<file path="config.mk">
export PLATFORM = sky130hd
export DESIGN_NAME = uart_rx_flat
export DESIGN_NICKNAME = d
export VERILOG_FILES = /design/src/rtl/uart_rx_if.sv /design/src/rtl/uart_rx.sv /design/src/flat_wrapper.sv
export SDC_FILE = /design/constraint.sdc
export NUM_CORES = 1
export LEC_CHECK = 0
export ABC_AREA = 0
export CORE_MARGIN = 2
export CORE_UTILIZATION = 45
export DETAILED_ROUTE_END_ITERATION = 8
export GPL_TIMING_DRIVEN = 0
export PLACE_DENSITY = 0.69
export SETUP_SLACK_MARGIN = 0.2
export SLEW_MARGIN = 40
export SYNTH_ARGS = -nofsm -noshare
export SYNTH_HDL_FRONTEND = slang
export SYNTH_SLANG_ARGS = --single-unit
</file>
<file path="constraint.sdc">
create_clock -name clk -period 2.6 [get_ports clk]
set_clock_uncertainty 0.15 [all_clocks]
set_input_delay 0.52 -clock clk [delete_from_list [all_inputs] [get_ports clk]]
set_output_delay 0.52 -clock clk [all_outputs]
set_load 0.02 [all_outputs]
</file>
<file path="src/rtl/uart_rx_if.sv">
// RX-side push bus between the UART receive engine and the RX FIFO / status logic.
// master = receiver (drives byte + status strobes), slave = FIFO/LSR side.
interface uart_rx_if;
   logic [7:0] rx_data_o;
   logic       rx_valid_o;
   logic       framing_err_o;
   logic       break_o;
   logic       overrun_err_o;
   logic       fifo_full_i;

   modport master (
      output rx_data_o, rx_valid_o, framing_err_o, break_o, overrun_err_o,
      input  fifo_full_i
   );

   modport slave (
      input  rx_data_o, rx_valid_o, framing_err_o, break_o, overrun_err_o,
      output fifo_full_i
   );
endinterface

</file>
<file path="src/rtl/uart_rx.sv">
// UART 8N1 receive engine: rx_i synchroniser, {DLM,DLL} tick divider, 16x oversampled FSM, FIFO push.
// Optional UART_RX_MAJORITY_EN: 2-of-3 vote of samples at scnt 6,7,8 instead of a single sample at 7.
module uart_rx #(
   parameter int OVERSAMPLE  = 16,
   parameter int SYNC_STAGES = 2
) (
   input  logic       clk,
   input  logic       rst_n,
   input  logic [7:0] DLM,
   input  logic [7:0] DLL,
   input  logic       rx_i,
   output logic       busy_o,
   uart_rx_if.master  fifo
);

   localparam logic [3:0] SCNT_LAST = 4'(OVERSAMPLE - 1);

   typedef enum logic [1:0] {IDLE, START, DATA, STOP} state_t;

   state_t                 state;
   logic [SYNC_STAGES-1:0] sync_q;
   logic                   rx_s;
   logic [15:0]            div;
   logic [15:0]            cnt;
   logic                   tick;
   logic [3:0]             scnt;
   logic [2:0]             bitcnt;
   logic [7:0]             shreg;
   logic                   armed;
   logic                   sample;
   logic                   bit_val;

   logic [7:0]             rx_data_q;
   logic                   rx_valid_q;
   logic                   framing_q;
   logic                   break_q;
   logic                   overrun_q;

   // Idle-high line: synchroniser resets to 1 so reset release never looks like a start edge.
   always_ff @(posedge clk or negedge rst_n) begin
      if (!rst_n) sync_q <= '1;
      else        sync_q <= {sync_q[SYNC_STAGES-2:0], rx_i};
   end
   assign rx_s = sync_q[SYNC_STAGES-1];

   // >= rather than == so a divisor shrunk mid-count still wraps on the next cycle.
   assign div  = {DLM, DLL};
   assign tick = (div != 16'd0) && (cnt >= div - 16'd1);

   always_ff @(posedge clk or negedge rst_n) begin
      if (!rst_n)                   cnt <= '0;
      else if (div == 16'd0 || tick) cnt <= '0;
      else                          cnt <= cnt + 16'd1;
   end

`ifdef UART_RX_MAJORITY_EN
   logic [1:0] vote_q;

   always_ff @(posedge clk or negedge rst_n) begin
      if (!rst_n)
         vote_q <= '0;
      else if (tick && state != IDLE && (scnt == 4'd6 || scnt == 4'd7))
         vote_q <= {vote_q[0], rx_s};
   end

   // Third vote is the live sample at scnt 8, so the decision lands on that tick.
   assign sample  = (scnt == 4'd8);
   assign bit_val = (vote_q[1] & vote_q[0]) | (vote_q[1] & rx_s) | (vote_q[0] & rx_s);
`else
   assign sample  = (scnt == 4'd7);
   assign bit_val = rx_s;
`endif

   always_ff @(posedge clk or negedge rst_n) begin
      if (!rst_n) begin
         state      <= IDLE;
         scnt       <= '0;
         bitcnt     <= '0;
         shreg      <= '0;
         armed      <= 1'b1;
         rx_data_q  <= '0;
         rx_valid_q <= 1'b0;
         framing_q  <= 1'b0;
         break_q    <= 1'b0;
         overrun_q  <= 1'b0;
      end else begin
         rx_valid_q <= 1'b0;
         framing_q  <= 1'b0;
         break_q    <= 1'b0;
         overrun_q  <= 1'b0;
         if (div == 16'd0) begin
            state  <= IDLE;
            scnt   <= '0;
            bitcnt <= '0;
         end else if (tick) begin
            scnt <= scnt + 4'd1;
            case (state)
               IDLE: begin
                  scnt <= '0;
                  if (rx_s)       armed <= 1'b1;
                  else if (armed) state <= START;
               end
               START: begin
                  if (sample && bit_val) begin
                     state <= IDLE;
                  end else if (scnt == SCNT_LAST) begin
                     state  <= DATA;
                     bitcnt <= '0;
                  end
               end
               DATA: begin
                  if (sample) shreg <= {bit_val, shreg[7:1]};
                  if (scnt == SCNT_LAST) begin
                     if (bitcnt == 3'd7) state  <= STOP;
                     else                bitcnt <= bitcnt + 3'd1;
                  end
               end
               STOP: begin
                  // Leave mid-stop so the next start edge can be caught half a bit early.
                  if (sample) begin
                     rx_data_q  <= shreg;
                     rx_valid_q <= !fifo.fifo_full_i;
                     overrun_q  <= fifo.fifo_full_i;
                     framing_q  <= !bit_val;
                     break_q    <= !bit_val && (shreg == 8'h00);
                     if (!bit_val) armed <= 1'b0;
                     state <= IDLE;
                  end
               end
               default: state <= IDLE;
            endcase
         end
      end
   end

   assign fifo.rx_data_o     = rx_data_q;
   assign fifo.rx_valid_o    = rx_valid_q;
   assign fifo.framing_err_o = framing_q;
   assign fifo.break_o       = break_q;
   assign fifo.overrun_err_o = overrun_q;
   assign busy_o             = (state != IDLE);

endmodule

</file>
<file path="src/flat_wrapper.sv">
// flat-port wrapper written by rule: the top's interface ports become plain ports
module uart_rx_flat 
#(
   parameter int OVERSAMPLE  = 16,
   parameter int SYNC_STAGES = 2
)
  (clk, rst_n, DLM, DLL, rx_i, busy_o, fifo_rx_data_o, fifo_rx_valid_o, fifo_framing_err_o, fifo_break_o, fifo_overrun_err_o, fifo_fifo_full_i);
  uart_rx_if fifo_i ();
  input  logic clk;
  input  logic rst_n;
  input  logic [7:0] DLM;
  input  logic [7:0] DLL;
  input  logic rx_i;
  output logic busy_o;
  output wire logic [$bits(fifo_i.rx_data_o)-1:0] fifo_rx_data_o;
  output wire logic [$bits(fifo_i.rx_valid_o)-1:0] fifo_rx_valid_o;
  output wire logic [$bits(fifo_i.framing_err_o)-1:0] fifo_framing_err_o;
  output wire logic [$bits(fifo_i.break_o)-1:0] fifo_break_o;
  output wire logic [$bits(fifo_i.overrun_err_o)-1:0] fifo_overrun_err_o;
  input wire logic [$bits(fifo_i.fifo_full_i)-1:0] fifo_fifo_full_i;
  assign fifo_rx_data_o = fifo_i.rx_data_o;
  assign fifo_rx_valid_o = fifo_i.rx_valid_o;
  assign fifo_framing_err_o = fifo_i.framing_err_o;
  assign fifo_break_o = fifo_i.break_o;
  assign fifo_overrun_err_o = fifo_i.overrun_err_o;
  assign fifo_i.fifo_full_i = fifo_fifo_full_i;
  uart_rx #(.OVERSAMPLE(OVERSAMPLE), .SYNC_STAGES(SYNC_STAGES)) u_core (.clk(clk), .rst_n(rst_n), .DLM(DLM), .DLL(DLL), .rx_i(rx_i), .busy_o(busy_o), .fifo(fifo_i));
endmodule
</file>
==> results.json <==
{
  "reg2reg_to": "u_core.fifo.overrun_err_o",
  "totalWireLength_um": 6010,
  "synth-seq-cells": 48,
  "utilization_pct": 63.2,
  "drv_cap": 0,
  "die_w_um": 83.9,
  "path_clk_slew_ns": 0.09,
  "htreeDepth": 2,
  "fin_area_um2": 3970,
  "drt_pre_antenna_iters": 4,
  "setup_ws_ns": -0.996,
  "pre_cts_slack_ns": -1.92,
  "min_path_type": "flip-flop to flip-flop",
  "final_common_cell": "dfrtp_1",
  "final_max_slew_viol_count": 0,
  "cts-buffers-inserted": 5,
  "grtUsageTotal_pct": 17.8,
  "crit_path_end_kind": "flip-flop",
  "synth_cells": 276,
  "critical_path_required_ns": 2.65,
  "setup_viol": 46,
  "fmax_mhz": 278,
  "synthesis.area_per_instance_um2": 10.4,
  "leakagePower_nw": 1.82,
  "r2r_slack_ns": -0.01,
  "grt_pass1_wl_um": 10300,
  "dr.first_iter.drc_count": 68,
  "worst_slew_pin_slew_ns": 0.686,
  "gp_congestion": 0.794,
  "crit_end": "u_core.shreg[7]",
  "arrival_ns": 3.64,
  "nFillCells": 513,
  "period_needed_ns": 3.60,
  "timing.final.crit_share_pct": 138,
  "syn_area_um2": 2870,
  "fin_nets": 386,
  "wire_per_inst_um": 14.4,
  "post_route_cells_drive_above_1_share_pct": 29.6,
  "vias": 2233,
  "ff2ff_path_depth": 12,
  "worstSkewPairLatency_ns": 0.31,
  "final_cell_mix": "44 x dfrtp_1, 25 x ha_1, 22 x nor2_1",
  "status": "finished, violations left",
  "start_util_pct": 45.7,
  "syn_nets": 322,
  "r2r-start": "u_core.cnt[0]",
  "violations": "setup timing",
  "grt_overflow": 0,
  "worstSetupStartpointType": "primary input",
  "seq_area_um2": 1210,
  "coreArea_um2": 6280,
  "hold_viol": 0,
  "die_h_um": 83.9,
  "rsz0062_at_grt": "yes",
  "critPathLaunch": "DLM[1]",
  "clock_sinks": 48,
  "avgViaCountPerCell": 5.34,
  "clockBufferDepth": 2,
  "antenna_found_initial": 0,
  "ios": 33,
  "antenna_cells": 0,
  "port-buffer-count": 32,
  "synth-seq-area-share_pct": 42.0,
  "ys_warn_count": 0,
  "critPathMaxFanout": 8,
  "place_hpwl_um": 4210,
  "ys_types": 42,
  "critical_path_class": "primary input to flip-flop",
  "grt_pass1_vias": 2301,
  "grt_max_degree": 34,
  "ir_drop_v": 0.000358,
  "power_per_cell_area_nw_per_um2": 458,
  "slew_headroom_pct": 54.1,
  "cts_tree": "yes",
  "multiInputGateArea_um2": 1840,
  "drc": 0,
  "row_count": 29,
  "holdWs_ns": 0.210,
  "root_buffer": "clkbuf_8",
  "dieArea_um2": 7040,
  "area_growth_pct": 38.1,
  "dpl_cell_area_um2": 3370,
  "antenna_left": 0
}
cells by family (layout without fill, tap and decap cells):
| logic type | Yosys count | count (layout) | synth area share [%] |
|---|---|---|---|
| adders and majority gates | 26 | 26 | 11.3 |
| xor gates and xnor gates | 28 | 28 | 8.54 |
| DFF | 48 | 48 | 42.0 |
| and+or+nand+nor | 110 | 110 | 19.8 |
| AOI/OAI and AO/OA | 28 | 28 | 6.36 |
| muxes | 19 | 19 | 9.15 |
| buffers and inverters | 17 | 82 | 2.83 |
synthesized netlist by cell type (all sizes together):
cell	count	area [um2]
buf	3	27.5
a22o	1	8.76
nor4	5	31.3
nor3b	1	7.51
inv	11	41.3
and2	2	12.5
or4	2	22.5
nor2	34	128
a31oi	2	12.5
dfrtp	45	1130
nand3b	2	15.0
xnor2	17	149
nand4	3	18.8
or4b	1	13.8
dfstp	3	78.8
mux2i	3	30.0
ha	26	325
nand2	19	71.3
nand2b	6	37.5
a21o	1	7.51
o21ai	3	15.0
a2111o	2	22.5
nor2b	1	6.26
o21a	1	7.51
nand3	13	65.1
o2111ai	2	17.5
a2111oi	1	8.76
or2b	1	7.51
mux2	16	233
a211oi	1	7.51
xor2	11	96.3
nor3	11	55.1
and3	5	31.3
clkbuf	3	12.5
and4	3	31.3
nor4b	1	15.0
a222oi	1	10.0
a21oi	13	65.1
report_power, final:
group          internal, mW  total, mW  switching, mW
clock network         0.387      0.647          0.260
logic                 0.145      0.303          0.158
registers             0.800      0.865         0.0659
per-layer routing:
layer	part of all wire, %	GRT usage, %	vias to the layer above
met5	0	0	-
met4	2.4	6.16	0
met3	2.9	3.36	13
met2	51	30.9	43
met1	44	22.1	1079
li1	-	-	1098
per-stage QoR:
stage / power, mW / TNS [ns] / std cells
after global routing: 1.92 / -46.09 / 418
after detailed placement: 1.15 / -78.43 / 386
after floorplan: 1.04 / -40.81 / 276
final: 1.82 / -41.69 / 418
after CTS: 1.81 / -49.66 / 414
after global placement: 1.13 / -97.51 / 385
worst max-delay path: stages:
cell and delay [ns]:
buf_8 0.09, or4_4 0.53, or4_4 0.45, nor2_4 0.11, xnor2_1 0.07, ha_1 0.30, nand4_1 0.20, nor3_4 0.28
o2111ai_4 0.21, nand3_4 0.14, buf_6 0.10, and4_4 0.21, buf_8 0.14, mux2_4 0.30
area by class of cell:
class | count | share of cell area, %
Clock buffer | 5 | 1.74
Sequential cell | 48 | 30.4
Timing Repair Buffer | 57 | 14.7
Inverter | 11 | 1.04
Tap cell | 77 | 2.43
Clock inverter | 3 | 1.74
Buffer | 6 | 1.70
Multi-Input combinational cell | 211 | 46.3
worst min-delay path by stage:
| stage | start | endpoint | slack (ns) | depth (start not counted) |
|---|---|---|---|---|
| after CTS | u_core.sync_q[0] | u_core.sync_q[1] | 0.21 | 0 |
| after detailed placement | u_core.sync_q[0] | u_core.sync_q[1] | 0.20 | 0 |
| final | u_core.sync_q[0] | u_core.sync_q[1] | 0.21 | 0 |
| after global placement | u_core.sync_q[0] | u_core.sync_q[1] | 0.20 | 0 |
| after global routing | u_core.sync_q[0] | u_core.sync_q[1] | 0.22 | 0 |
| after floorplan | rst_n | u_core.bitcnt[0] | 0.07 | 0 |
state kept, by name (all words and copies together), names as in the netlist:
register                   count
u_core.fifo.framing_err_o      1
u_core.bitcnt                  3
u_core.cnt                    16
u_core.armed                   1
u_core.sync_q                  2
u_core.fifo.rx_data_o          8
u_core.state                   2
u_core.scnt                    4
u_core.fifo.break_o            1
u_core.fifo.rx_valid_o         1
u_core.shreg                   8
u_core.fifo.overrun_err_o      1
repair_timing:
action	CTS	global route
pin swaps	15	15
hold buffers	1	0
setup buffers	19	4
endpoints found under the setup margin	47	47
gates resized for setup	49	39
endpoints found under the hold margin	13	0
gates cloned	0	0
Power figures use the tool's default switching activity.
